File: src/rtl/cpu_run_ctrl_if.sv
// Host command channel for the CPU run/debug sequencer.
// The host drives a command strobe; the sequencer answers with ready.
interface cpu_run_ctrl_if #(
  parameter int unsigned CNT_W = 32
);
  logic             cmd_valid;
  logic [1:0]       cmd_op;
  logic [CNT_W-1:0] cmd_arg;
  logic             cmd_ready;

  modport master (
    output cmd_valid,
    output cmd_op,
    output cmd_arg,
    input  cmd_ready
  );

  modport slave (
    input  cmd_valid,
    input  cmd_op,
    input  cmd_arg,
    output cmd_ready
  );
endinterface

File: src/rtl/cpu_run_ctrl.sv
// Run/debug sequencer: produces the CPU-wide enable from host
// commands, a single PC breakpoint and a step counter.
module cpu_run_ctrl #(
  parameter int unsigned PC_W     = 64,
  parameter int unsigned CNT_W    = 32,
  parameter bit          AUTO_RUN = 1'b1
) (
  input  logic             clk,
  input  logic             reset,
  cpu_run_ctrl_if.slave    cmd,
  input  logic             bp_en,
  input  logic [PC_W-1:0]  bp_addr,
  input  logic [PC_W-1:0]  pc,
  output logic             cpu_en,
  output logic             halted,
  output logic [1:0]       run_state,
  output logic [1:0]       halt_cause,
  output logic [CNT_W-1:0] retired
);

  typedef enum logic [1:0] {
    S_HALT = 2'b00,
    S_RUN  = 2'b01,
    S_STEP = 2'b10
  } state_e;

  localparam logic [1:0] OP_HALT = 2'b00;
  localparam logic [1:0] OP_RUN  = 2'b01;
  localparam logic [1:0] OP_STEP = 2'b10;
  localparam logic [1:0] OP_CLR  = 2'b11;

  localparam logic [1:0] C_NONE = 2'b00;
  localparam logic [1:0] C_HOST = 2'b01;
  localparam logic [1:0] C_BP   = 2'b10;
  localparam logic [1:0] C_STEP = 2'b11;

  localparam state_e S_RST = AUTO_RUN ? S_RUN : S_HALT;

  state_e           state_q, state_d;
  logic [1:0]       cause_q, cause_d;
  logic [CNT_W-1:0] ret_q, ret_d;
  logic [CNT_W-1:0] rem_q, rem_d;
  logic             skip_q, skip_d;

  logic running, is_halt, bp_hit, accept;

  // Enable, handshake and next-state decode.
  always_comb begin
    state_d = state_q;
    cause_d = cause_q;
    rem_d   = rem_q;
    ret_d   = ret_q;

    running = (state_q != S_HALT);
    is_halt = cmd.cmd_valid && (cmd.cmd_op == OP_HALT);
    bp_hit  = bp_en && (pc == bp_addr) && !skip_q;
    cpu_en  = running && !bp_hit && !is_halt;

    cmd.cmd_ready = !running
                 || (cmd.cmd_op == OP_HALT)
                 || (cmd.cmd_op == OP_CLR);
    accept = cmd.cmd_valid && cmd.cmd_ready;

    // The breakpoint is skipped until one instruction commits.
    skip_d = cpu_en ? 1'b0 : skip_q;

    unique case (state_q)
      S_HALT: begin
        if (accept) begin
          unique case (cmd.cmd_op)
            OP_HALT: cause_d = C_HOST;
            OP_RUN: begin
              state_d = S_RUN;
              cause_d = C_NONE;
              skip_d  = 1'b1;
            end
            OP_STEP: begin
              state_d = S_STEP;
              cause_d = C_NONE;
              skip_d  = 1'b1;
              rem_d   = (cmd.cmd_arg == '0)
                      ? CNT_W'(1) : cmd.cmd_arg;
            end
            default: ;
          endcase
        end
      end
      S_RUN: begin
        if (is_halt) begin
          state_d = S_HALT;
          cause_d = C_HOST;
        end else if (bp_hit) begin
          state_d = S_HALT;
          cause_d = C_BP;
        end
      end
      S_STEP: begin
        if (cpu_en) rem_d = rem_q - CNT_W'(1);
        if (is_halt) begin
          state_d = S_HALT;
          cause_d = C_HOST;
        end else if (bp_hit) begin
          state_d = S_HALT;
          cause_d = C_BP;
        end else if (rem_q == CNT_W'(1)) begin
          state_d = S_HALT;
          cause_d = C_STEP;
        end
      end
      default: state_d = S_HALT;
    endcase

    if (accept && (cmd.cmd_op == OP_CLR))
      ret_d = '0;
    else if (cpu_en && (ret_q != '1))
      ret_d = ret_q + CNT_W'(1);

    halted     = (state_q == S_HALT);
    run_state  = state_q;
    halt_cause = cause_q;
    retired    = ret_q;
  end

  // Sequencer state, counters and breakpoint skip flag.
  always_ff @(posedge clk or posedge reset) begin
    if (reset) begin
      state_q <= S_RST;
      cause_q <= C_NONE;
      ret_q   <= '0;
      rem_q   <= '0;
      skip_q  <= 1'b0;
    end else begin
      state_q <= state_d;
      cause_q <= cause_d;
      ret_q   <= ret_d;
      rem_q   <= rem_d;
      skip_q  <= skip_d;
    end
  end

endmodule

File: src/flat_wrapper.sv
// flat-port wrapper written by rule: the top's interface ports become plain ports
module cpu_run_ctrl_flat 
#(
  parameter int unsigned PC_W     = 64,
  parameter int unsigned CNT_W    = 32,
  parameter bit          AUTO_RUN = 1'b1
)
  (clk, reset, bp_en, bp_addr, pc, cpu_en, halted, run_state, halt_cause, retired, cmd_cmd_valid, cmd_cmd_op, cmd_cmd_arg, cmd_cmd_ready);
  cpu_run_ctrl_if #(.CNT_W(CNT_W)) cmd_i ();
  input  logic clk;
  input  logic reset;
  input  logic bp_en;
  input  logic [PC_W-1:0] bp_addr;
  input  logic [PC_W-1:0] pc;
  output logic cpu_en;
  output logic halted;
  output logic [1:0] run_state;
  output logic [1:0] halt_cause;
  output logic [CNT_W-1:0] retired;
  input wire logic [$bits(cmd_i.cmd_valid)-1:0] cmd_cmd_valid;
  input wire logic [$bits(cmd_i.cmd_op)-1:0] cmd_cmd_op;
  input wire logic [$bits(cmd_i.cmd_arg)-1:0] cmd_cmd_arg;
  output wire logic [$bits(cmd_i.cmd_ready)-1:0] cmd_cmd_ready;
  assign cmd_i.cmd_valid = cmd_cmd_valid;
  assign cmd_i.cmd_op = cmd_cmd_op;
  assign cmd_i.cmd_arg = cmd_cmd_arg;
  assign cmd_cmd_ready = cmd_i.cmd_ready;
  cpu_run_ctrl #(.PC_W(PC_W), .CNT_W(CNT_W), .AUTO_RUN(AUTO_RUN)) u_core (.clk(clk), .reset(reset), .cmd(cmd_i), .bp_en(bp_en), .bp_addr(bp_addr), .pc(pc), .cpu_en(cpu_en), .halted(halted), .run_state(run_state), .halt_cause(halt_cause), .retired(retired));
endmodule
File: config.mk
export PLATFORM = sky130hd
export DESIGN_NAME = cpu_run_ctrl_flat
export DESIGN_NICKNAME = d
export VERILOG_FILES = /design/src/rtl/cpu_run_ctrl_if.sv /design/src/rtl/cpu_run_ctrl.sv /design/src/flat_wrapper.sv
export SDC_FILE = /design/constraint.sdc
export NUM_CORES = 1
export LEC_CHECK = 0
export BUFFER_PORTS_ARGS = -buffer_cell sky130_fd_sc_hd__buf_4
export CORE_AREA = 2 2 113 115
export CTS_CLUSTER_DIAMETER = 120
export CTS_CLUSTER_SIZE = 24
export DETAILED_ROUTE_END_ITERATION = 12
export DIE_AREA = 0 0 115 117
export PLACE_DENSITY_LB_ADDON = 0.3
export SYNTH_ARGS = -nofsm -noshare
export SYNTH_HDL_FRONTEND = slang
export SYNTH_SLANG_ARGS = --single-unit
export TNS_END_PERCENT = 5
File: constraint.sdc
create_clock -name clk -period 2.3 [get_ports clk]
set_clock_uncertainty 0.1 [all_clocks]
set_input_delay 0.23 -clock clk [delete_from_list [all_inputs] [get_ports clk]]
set_output_delay 0.23 -clock clk [all_outputs]
set_load 0.02 [all_outputs]
==> out/results.tsv, run 1 <==
metric	value	unit
final_cell_mix	314 x buf_4, 66 x dfrtp_1, 61 x nand2_1, 48 x xor2_1, 42 x nor2_1	
route.detailed.drc	0	
grt_pass1_vias	6696	
min_from	cmd_cmd_arg[14]	
dr.max_layer_used	met4	
critPathArrivalTime	2.62	ns
drt-total-wl	19.6	mm
synthFlopType	dfrtp_1	
r2r_setup_slack	-0.21	ns
postRouteAntennaNets	0	
crit_type	flip-flop to flip-flop	
fin_nets	1134	
fin_cells	1113	
critPathMostFrequentCell	or3_4	
avgSynthCellArea	8.36	sq um
p_seq_share	28.9	%
overflow	0	
die_y	117	um
cts.sinks	69	
p_comb_share	48.6	%
area_delta_synth_final	54.0	%
synth_seq_cells	69	
antennaDiodeCount	0	
max-vdd-ir-drop	510	uV
start_util	44.5	%
final_area	8440	sq um
boundaryPins	205	
numCtsBuffers	9	
dp_hpwl	15.3	mm
switching_share	38.7	%
final_layout_size_suffix_gt1_share	39.7	%
post-route-period-util	109	%
firstDrtPassIters	6	
crit_slowest_cell	or4_4	
crit_chain	or4_4, nor4_4, nand4_2, or3_4, or3_4, o22ai_2, a221oi_2	
clk_latency	0.34	ns
cts_buffer_depth	2	
slew_violations	0	
via_per_inst	5.97	
wl_met1	7.39	mm
power.density	748	nW/um^2
netlist_instances	655	
grt_max_degree	70	
place_congestion	0.918	
period_needed	2.51	ns
grt_setup_unrepaired	true	
antenna_found_initial	0	
core	12300	sq um
r2r_start	u_core.rem_q[16]	
synth.distinct_cells	72	
die_w	115	um
violations	negative setup slack	
outcome	finished, violations left	
met3_length	1.20	mm
io_buffers	204	
internal-power	3.87	mW
hp-class	primary input to flip-flop	
max_slew_margin	57.6	%
cts_tree	yes	
ys_seq_area_share	31.5	%
final.setup.tns	-1.51	ns
n_fill_cell	984	
power_leakage	3.74	nW
critPathLaunch	u_core.rem_q[16]	
cpPeakStageDelay	0.58	ns
drt-wirelength-per-cell	17.6	um
clockPowerShare	22.5	%
p_sw	2.44	mW
track_usage	29.3	%
dr.first_iter.drc_count	501	
yosysWarnings	0	
crit-reg2reg-capture	u_core.rem_q[30]	
dp_slack	-0.347	ns
fmaxAchievable	398	MHz
holdPathStages	3	
final-setup-viol-count	20	
rows	41	
die_area	13500	sq um
endpoint	u_core.rem_q[30]	
cts.clk_slew.worst_paths	0.06	ns
syn_nets	831	
required	2.41	ns
grt_pass1_wl	31.4	mm
cts_htree_levels	3	
place_area	7960	sq um
synthArstFlopShare	100	%
cp_max_fo	4	
tightest_slew	0.636	ns
cts_root_buf	clkbuf_16	
wl_met2	10.5	mm
critPathLaunchType	flip-flop	
synth_edf_count	0	
syn-cell-area	5480	sq um
place_inst	1093	
finalHoldViolCount	0	
critPathCaptureType	flip-flop	
layout_commonest_cell	buf_4	
vias	6640	
maxCapViolations	0	
setup_ws	-0.211	ns
ff2ff_path_depth	7	
sequential cells by signal, indices dropped and copies added (netlist names):
name               flops
u_core.run_state       2
u_core.halt_cause      2
u_core.skip_q          1
u_core.retired        32
u_core.rem_q          32
how the worst min path moves through the flow:
stage                              endpoint
after floorplan            u_core.rem_q[14]
after global placement    u_core.retired[3]
after detailed placement  u_core.retired[2]
after CTS                  u_core.rem_q[22]
after global routing       u_core.rem_q[14]
final                      u_core.rem_q[14]
cell families after synthesis:
group / after synthesis / synth area share (%)
adders and majority gates: 10 / 2.28
and+or+nand+nor: 308 / 31.6
xor gates and xnor gates: 59 / 9.43
muxes: 8 / 1.53
DFF: 69 / 31.5
buffers and inverters: 47 / 4.54
AOI/OAI and AO/OA: 154 / 19.1
cell usage after synthesis, drive strengths merged (4+ instances only):
cell / instances / area [sq um]
a21boi: 4 / 30.0
a21oi: 34 / 170
a22oi: 7 / 52.6
a311oi: 4 / 35.0
a31oi: 4 / 25.0
and2: 8 / 50.1
and3: 6 / 37.5
buf: 11 / 113
clkbuf: 19 / 72.6
dfrtp: 68 / 1700
ha: 10 / 125
inv: 17 / 63.8
mux2i: 5 / 50.1
nand2: 62 / 233
nand2b: 8 / 50.1
nand3: 32 / 160
nand4: 26 / 169
nor2: 43 / 164
nor3: 18 / 100
nor4: 36 / 246
o211ai: 12 / 90.1
o21ai: 32 / 175
o221ai: 6 / 52.6
o22ai: 7 / 43.8
o311ai: 5 / 43.8
o31a: 6 / 52.6
o31ai: 12 / 90.1
or3: 28 / 180
or4: 23 / 184
xnor2: 11 / 96.3
xor2: 48 / 420
worst max-delay path, delay by kind of cell, from the launching register on:
kind               cells  cell delay [ns]
and+or+nand+nor        5             1.67
AOI/OAI and AO/OA      2             0.24
DFF                    1             0.37
final cells by class:
| type | instances | area [sq um] | share of cell area, % |
|---|---|---|---|
| multi-input combinational | 539 | 3660 | 43.4 |
| inverter | 17 | 63.8 | 0.756 |
| clock inverter | 7 | 75.1 | 0.890 |
| timing repair buffer | 322 | 2500 | 29.6 |
| sequential | 69 | 1730 | 20.5 |
| clock buffer | 9 | 225 | 2.67 |
| tap | 150 | 188 | 2.22 |
timing repair:
item                       CTS  global route
hold buffers                 1             0
hold endpoints to repair    68             0
setup endpoints to repair   26            59
setup buffers                3             0
gates resized for setup     24             5
pin swaps                   13             2
routing by layer:
metal  vias to the layer above  global-route usage (%)
met1                      3177                    33.0
met5                         -                       0
met4                         0                    10.7
met2                       307                    55.7
li1                       3104                       -
met3                        52                    4.79
power by group through the flow:
stage                     Sequential (mW)  Clock (mW)  Combinational, mW
after CTS                            1.81        1.42               3.01
final                                1.83        1.42               3.07
after floorplan                      1.87           0               1.47
after global placement               1.79           0               2.78
after detailed placement             1.80           0               2.88
after global routing                 1.87        1.50               3.31
per-stage QoR:
stage / util, % / hold WS [ns] / power [mW]
finish: 68.5 / 0.0147 / 6.32
global route: 68.5 / 0.00977 / 6.68
CTS: 68.3 / 0.00898 / 6.25
detailed placement: 64.6 / 0.254 / 4.68
global placement: 64.6 / 0.247 / 4.57
floorplan: - / 0.246 / 3.34
(Power assumes the default switching activity.)
==> run 2: changes to the inputs <==
==> constraint.sdc (replaced) <==
create_clock -name clk -period 2.3 [get_ports clk]
set_clock_uncertainty 0.1 [all_clocks]
set_input_delay 0.115 -clock clk [delete_from_list [all_inputs] [get_ports clk]]
set_output_delay 0.115 -clock clk [all_outputs]
set_load 0.02 [all_outputs]
==> out/results.tsv, run 2 (synthesized netlist as in run 1, its figures left out) <==
metric	value	unit	change
boundaryPins	205		unchanged
p_sw	2.50	mW	was 2.44 mW
antenna_found_initial	0		unchanged
max_slew_margin	49.3	%	was 57.6%
route.detailed.drc	0		unchanged
ff2ff_path_depth	9		was 7
fin_nets	1152		was 1134
overflow	0		unchanged
hp-class	primary input to flip-flop		unchanged
violations	negative setup slack		unchanged
final_layout_size_suffix_gt1_share	41.9	%	was 39.7%
place_area	7960	sq um	about the same
wl_met1	7.60	mm	was 7.39 mm
internal-power	4.18	mW	was 3.87 mW
crit_chain	nor4_2, buf_4, nor3b_1, buf_4, nand4_2, or3_4, or3_4, a21boi_2, a21boi_2		was or4_4, nor4_4, nand4_2, or3_4, or3_4, o22ai_2, a221oi_2
met3_length	1.44	mm	was 1.20 mm
firstDrtPassIters	6		unchanged
dr.max_layer_used	met4		unchanged
switching_share	37.4	%	was 38.7%
dr.first_iter.drc_count	586		was 501
via_per_inst	6.08		was 5.97
cts.clk_slew.worst_paths	0.05	ns	was 0.06 ns
critPathArrivalTime	2.63	ns	was 2.62 ns
cts_tree	yes		unchanged
finalHoldViolCount	0		unchanged
power_leakage	3.87	nW	was 3.74 nW
crit_slowest_cell	dfrtp_1		was or4_4
final_cell_mix	312 x buf_4, 66 x dfrtp_1, 58 x nand2_1, 46 x xor2_1, 41 x nor2_1		was 314 x buf_4, 66 x dfrtp_1, 61 x nand2_1, 48 x xor2_1, 42 x nor2_1
r2r_setup_slack	-0.21	ns	about the same
vias	6875		was 6640
area_delta_synth_final	60.5	%	was 54.0%
cp_max_fo	4		unchanged
maxCapViolations	0		unchanged
cts_root_buf	clkbuf_16		unchanged
tightest_slew	0.760	ns	was 0.636 ns
place_congestion	0.923		was 0.918
postRouteAntennaNets	0		unchanged
start_util	44.5	%	unchanged
clockPowerShare	23.1	%	was 22.5%
post-route-util	71.4	%	was 68.5%
crit-reg2reg-capture	u_core.rem_q[28]		was u_core.rem_q[30]
critPathLaunchType	flip-flop		unchanged
setup_ws	-0.209	ns	was -0.211 ns
final.setup.tns	-1.45	ns	was -1.51 ns
grt_pass1_wl	31.4	mm	about the same
period_needed	2.51	ns	about the same
layout_commonest_cell	buf_4		unchanged
power.density	759	nW/um^2	was 748 nW/um^2
final_area	8800	sq um	was 8440 sq um
r2r_start	u_core.rem_q[10]		was u_core.rem_q[16]
dp_hpwl	15.2	mm	was 15.3 mm
antennaDiodeCount	0		unchanged
cts_htree_levels	3		unchanged
clk_latency	0.34	ns	about the same
grt_pass1_vias	6678		was 6696
core	12300	sq um	unchanged
cts.sinks	69		unchanged
numCtsBuffers	9		unchanged
grt_max_degree	70		unchanged
rows	41		unchanged
outcome	finished, violations left		unchanged
post-route-period-util	109	%	about the same
die_area	13500	sq um	unchanged
final-setup-viol-count	15		was 20
wl_met2	10.6	mm	was 10.5 mm
drt-total-wl	20.5	mm	was 19.6 mm
endpoint	u_core.rem_q[28]		was u_core.rem_q[30]
track_usage	29.4	%	was 29.3%
critPathLaunch	u_core.rem_q[10]		was u_core.rem_q[16]
crit_type	flip-flop to flip-flop		unchanged
drt-wirelength-per-cell	18.1	um	was 17.6 um
die_y	117	um	unchanged
p_seq_share	27.4	%	was 28.9%
grt_setup_unrepaired	true		unchanged
p_comb_share	49.5	%	was 48.6%
cts_buffer_depth	2		unchanged
slew_violations	0		unchanged
max-vdd-ir-drop	444	uV	was 510 uV
fmaxAchievable	399	MHz	was 398 MHz
critPathCaptureType	flip-flop		unchanged
io_buffers	204		unchanged
cpPeakStageDelay	0.40	ns	was 0.58 ns
die_w	115	um	unchanged
required	2.42	ns	was 2.41 ns
==> run 2: per-layer routing <==
| layer | track usage (%) | up-vias |
|---|---|---|
| li1 | - | 3159 |
| met1 | 33.5 | 3293 |
| met2 | 53.9 | 354 |
| met3 | 5.56 | 69 |
| met4 | 12.4 | 0 |
| met5 | 0 | - |
==> run 2: power groups by stage <==
stage               clock [mW]  combinational, mW  sequential (mW)
CTS                       1.56               3.00             1.80
detailed placement           0               2.92             1.80
finish                    1.54               3.31             1.83
floorplan                    0               1.47             1.87
global route              1.60               3.56             1.86
global placement             0               2.82             1.79
==> run 2: through the flow <==
stage	setup WS, ns	power [mW]	instances	hold WS (ns)
6_report	-0.209	6.68	1131	0.0122
2_1_floorplan	-0.162	3.34	655	0.131
4_1_cts	-0.185	6.37	1123	0.00150
5_1_grt	-0.251	7.02	1131	0.0150
3_3_place_gp	-0.211	4.61	1094	0.131
3_5_place_dp	-0.268	4.72	1094	0.139
==> run 2: worst min-delay path by stage <==
stage               startpoint           endpoint  depth (start not counted)
2_1_floorplan  cmd_cmd_arg[14]   u_core.rem_q[14]                          2
3_3_place_gp             reset  u_core.retired[3]                          3
3_5_place_dp             reset  u_core.retired[2]                          3
4_1_cts        cmd_cmd_arg[28]   u_core.rem_q[28]                          3
5_1_grt        cmd_cmd_arg[28]   u_core.rem_q[28]                          3
6_report       cmd_cmd_arg[18]   u_core.rem_q[18]                          3
==> run 2: cell type report <==
class / count / area, sq um
fillers: 904 / 3520
clock buffers: 13 / 260
flip-flops and latches: 69 / 1730
clock inverters: 3 / 67.6
repair buffers: 340 / 2710
multi-input cells: 539 / 3770
well taps: 150 / 188
inverters: 17 / 66.3
==> run 2: timing repair <==
item / 4_1_cts / 5_1_grt
resized for setup: 16 / 53
setup endpoints to repair: 32 / 62
pin swaps: 6 / 18
hold buffers: 13 / 0
hold endpoints to repair: 80 / 0
cloned: 0 / 1
buffers inserted: 0 / 7
==> run 2: worst max-delay path, delay by kind of cell (launching register included) <==
kind                   cells  cell delay (ns)
AO/OA/AOI/OAI              2             0.24
buffers and inverters      2             0.33
flip-flops                 1             0.40
AND/OR/NAND/NOR            5             1.32
==> run 3: changes to the inputs <==
Settings changed: CORE_AREA 2 2 113 115 to 5 5 116 118, DIE_AREA 0 0 115 117 to 0 0 121 123.
==> out/results.tsv, run 3 (synthesized netlist as in run 1, its figures left out) <==
metric	value	unit	change
rows	41		unchanged
critPathArrivalTime	2.73	ns	was 2.63 ns
required	2.47	ns	was 2.42 ns
clockPowerShare	20.6	%	was 23.1%
cts_buffer_depth	2		unchanged
critPathLaunch	u_core.rem_q[19]		was u_core.rem_q[10]
crit_type	flip-flop to flip-flop		unchanged
clk_latency	0.34	ns	about the same
tightest_slew	0.914	ns	was 0.760 ns
postRouteAntennaNets	0		unchanged
critPathLaunchType	flip-flop		unchanged
post-route-period-util	112	%	was 109%
numCtsBuffers	9		unchanged
dp_hpwl	16.2	mm	was 15.2 mm
setup_ws	-0.267	ns	was -0.209 ns
r2r_start	u_core.rem_q[19]		was u_core.rem_q[10]
core	12400	sq um	was 12300 sq um
p_seq_share	29.4	%	was 27.4%
violations	negative hold slack, negative setup slack		was negative setup slack
die_area	14900	sq um	was 13500 sq um
max_slew_margin	39.1	%	was 49.3%
final-setup-viol-count	18		was 15
place_area	7990	sq um	was 7960 sq um
period_needed	2.57	ns	was 2.51 ns
place_congestion	0.960		was 0.923
slew_violations	0		unchanged
power	6.24	mW	was 6.68 mW
cp_max_fo	3		was 4
r2r_setup_slack	-0.27	ns	was -0.21 ns
final_layout_size_suffix_gt1_share	40.5	%	was 41.9%
dr.first_iter.drc_count	606		was 586
p_comb_share	50.0	%	was 49.5%
cts_tree	yes		unchanged
fin_nets	1149		was 1152
place_inst	1118		was 1094
ff2ff_path_depth	6		was 9
layout_commonest_cell	buf_4		unchanged
power.density	722	nW/um^2	was 759 nW/um^2
final.setup.tns	-1.98	ns	was -1.45 ns
critPathCaptureType	flip-flop		unchanged
antennaDiodeCount	0		unchanged
firstDrtPassIters	5		was 6
area_delta_synth_final	57.8	%	was 60.5%
maxCapViolations	0		unchanged
crit-reg2reg-capture	u_core.rem_q[29]		was u_core.rem_q[28]
cts_htree_levels	3		unchanged
die_w	121	um	was 115 um
track_usage	27.3	%	was 29.4%
power_leakage	3.81	nW	was 3.87 nW
antenna_found_initial	0		unchanged
start_util	44.3	%	was 44.5%
io_buffers	204		unchanged
dp_slack	-0.319	ns	was -0.268 ns
grt_pass1_wl	32.9	mm	was 31.4 mm
drt-total-wl	21.2	mm	was 20.5 mm
switching_share	39.3	%	was 37.4%
cts.sinks	69		unchanged
hold_ws	-0.0221	ns	was 0.0122 ns
post-route-util	69.9	%	was 71.4%
internal-power	3.79	mW	was 4.18 mW
vias	6845		was 6875
hp-class	primary input to flip-flop		unchanged
fin_cells	1150		was 1131
die_y	123	um	was 117 um
overflow	0		unchanged
boundaryPins	205		unchanged
fmaxAchievable	390	MHz	was 399 MHz
max-vdd-ir-drop	408	uV	was 444 uV
drt-wirelength-per-cell	18.4	um	was 18.1 um
route.detailed.drc	0		unchanged
cts_root_buf	clkbuf_16		unchanged
finalHoldViolCount	2		was 0
final_area	8650	sq um	was 8800 sq um
endpoint	u_core.rem_q[29]		was u_core.rem_q[28]
grt_setup_unrepaired	true		unchanged
final_cell_mix	315 x buf_4, 66 x dfrtp_1, 59 x nand2_1, 48 x xor2_1, 41 x nor2_1		was 312 x buf_4, 66 x dfrtp_1, 58 x nand2_1, 46 x xor2_1, 41 x nor2_1
outcome	finished, violations left		unchanged
cts.clk_slew.worst_paths	0.06	ns	was 0.05 ns
p_sw	2.46	mW	was 2.50 mW
via_per_inst	5.95		was 6.08
grt_max_degree	70		unchanged
grt_pass1_vias	6866		was 6678
[run 3: cell count changes in the layout (fill, tap and decap cells not counted), moves of 3 or more]
cell     delta
o21ai_1     -3
o21ai_0     +3
xnor2_1     +3
xnor2_2     -3
nor3_4      +3
buf_4       +3
nor3_2      -4
[run 3: worst max-delay path: stages (launching register included)]
cell,delay [ns]
dfrtp_1,0.38
or4_4,0.58
or4_4,0.46
nor3_4,0.22
nand2_2,0.14
or4_1,0.51
nand3_1,0.10
[run 3: layout make-up]
type | instances | area [sq um]
clock buffer | 14 | 254
clock inverter | 2 | 10.0
fill | 950 | 3720
inverter | 17 | 63.8
multi-input combinational | 539 | 3730
sequential | 69 | 1730
tap | 172 | 215
timing repair buffer | 337 | 2640
[run 3: power by group through the flow]
stage               Clock (mW)  Sequential (mW)  Combinational [mW]
floorplan                    0             1.87                1.47
global placement             0             1.79                2.76
detailed placement           0             1.81                2.86
CTS                       1.29             1.81                2.94
global route              1.34             1.87                3.37
finish                    1.29             1.83                3.12
[run 3: how the worst min path moves through the flow]
stage | start | end | depth (start not counted)
5_1_grt | cmd_cmd_arg[28] | u_core.rem_q[28] | 3
6_report | cmd_cmd_arg[10] | u_core.rem_q[10] | 3
2_1_floorplan | cmd_cmd_arg[14] | u_core.rem_q[14] | 2
3_5_place_dp | reset | u_core.skip_q | 3
4_1_cts | cmd_cmd_arg[20] | u_core.rem_q[20] | 4
3_3_place_gp | reset | u_core.retired[2] | 3
[run 3: metal layers]
metal	vias to the layer above	share of wire (%)	GRT usage, %	routed length [um]
li1	3146	-	-	-
met1	3223	36	30.6	7520
met2	392	53	50.9	11200
met3	84	7.9	5.03	1670
met4	0	3.8	11.3	814
met5	-	0	0	0
[run 3: what timing repair did]
action	CTS	global route
setup endpoints to repair	29	61
hold buffers	12	0
pin swaps	9	8
setup buffers	1	3
hold endpoints to repair	79	0
gates resized for setup	18	32
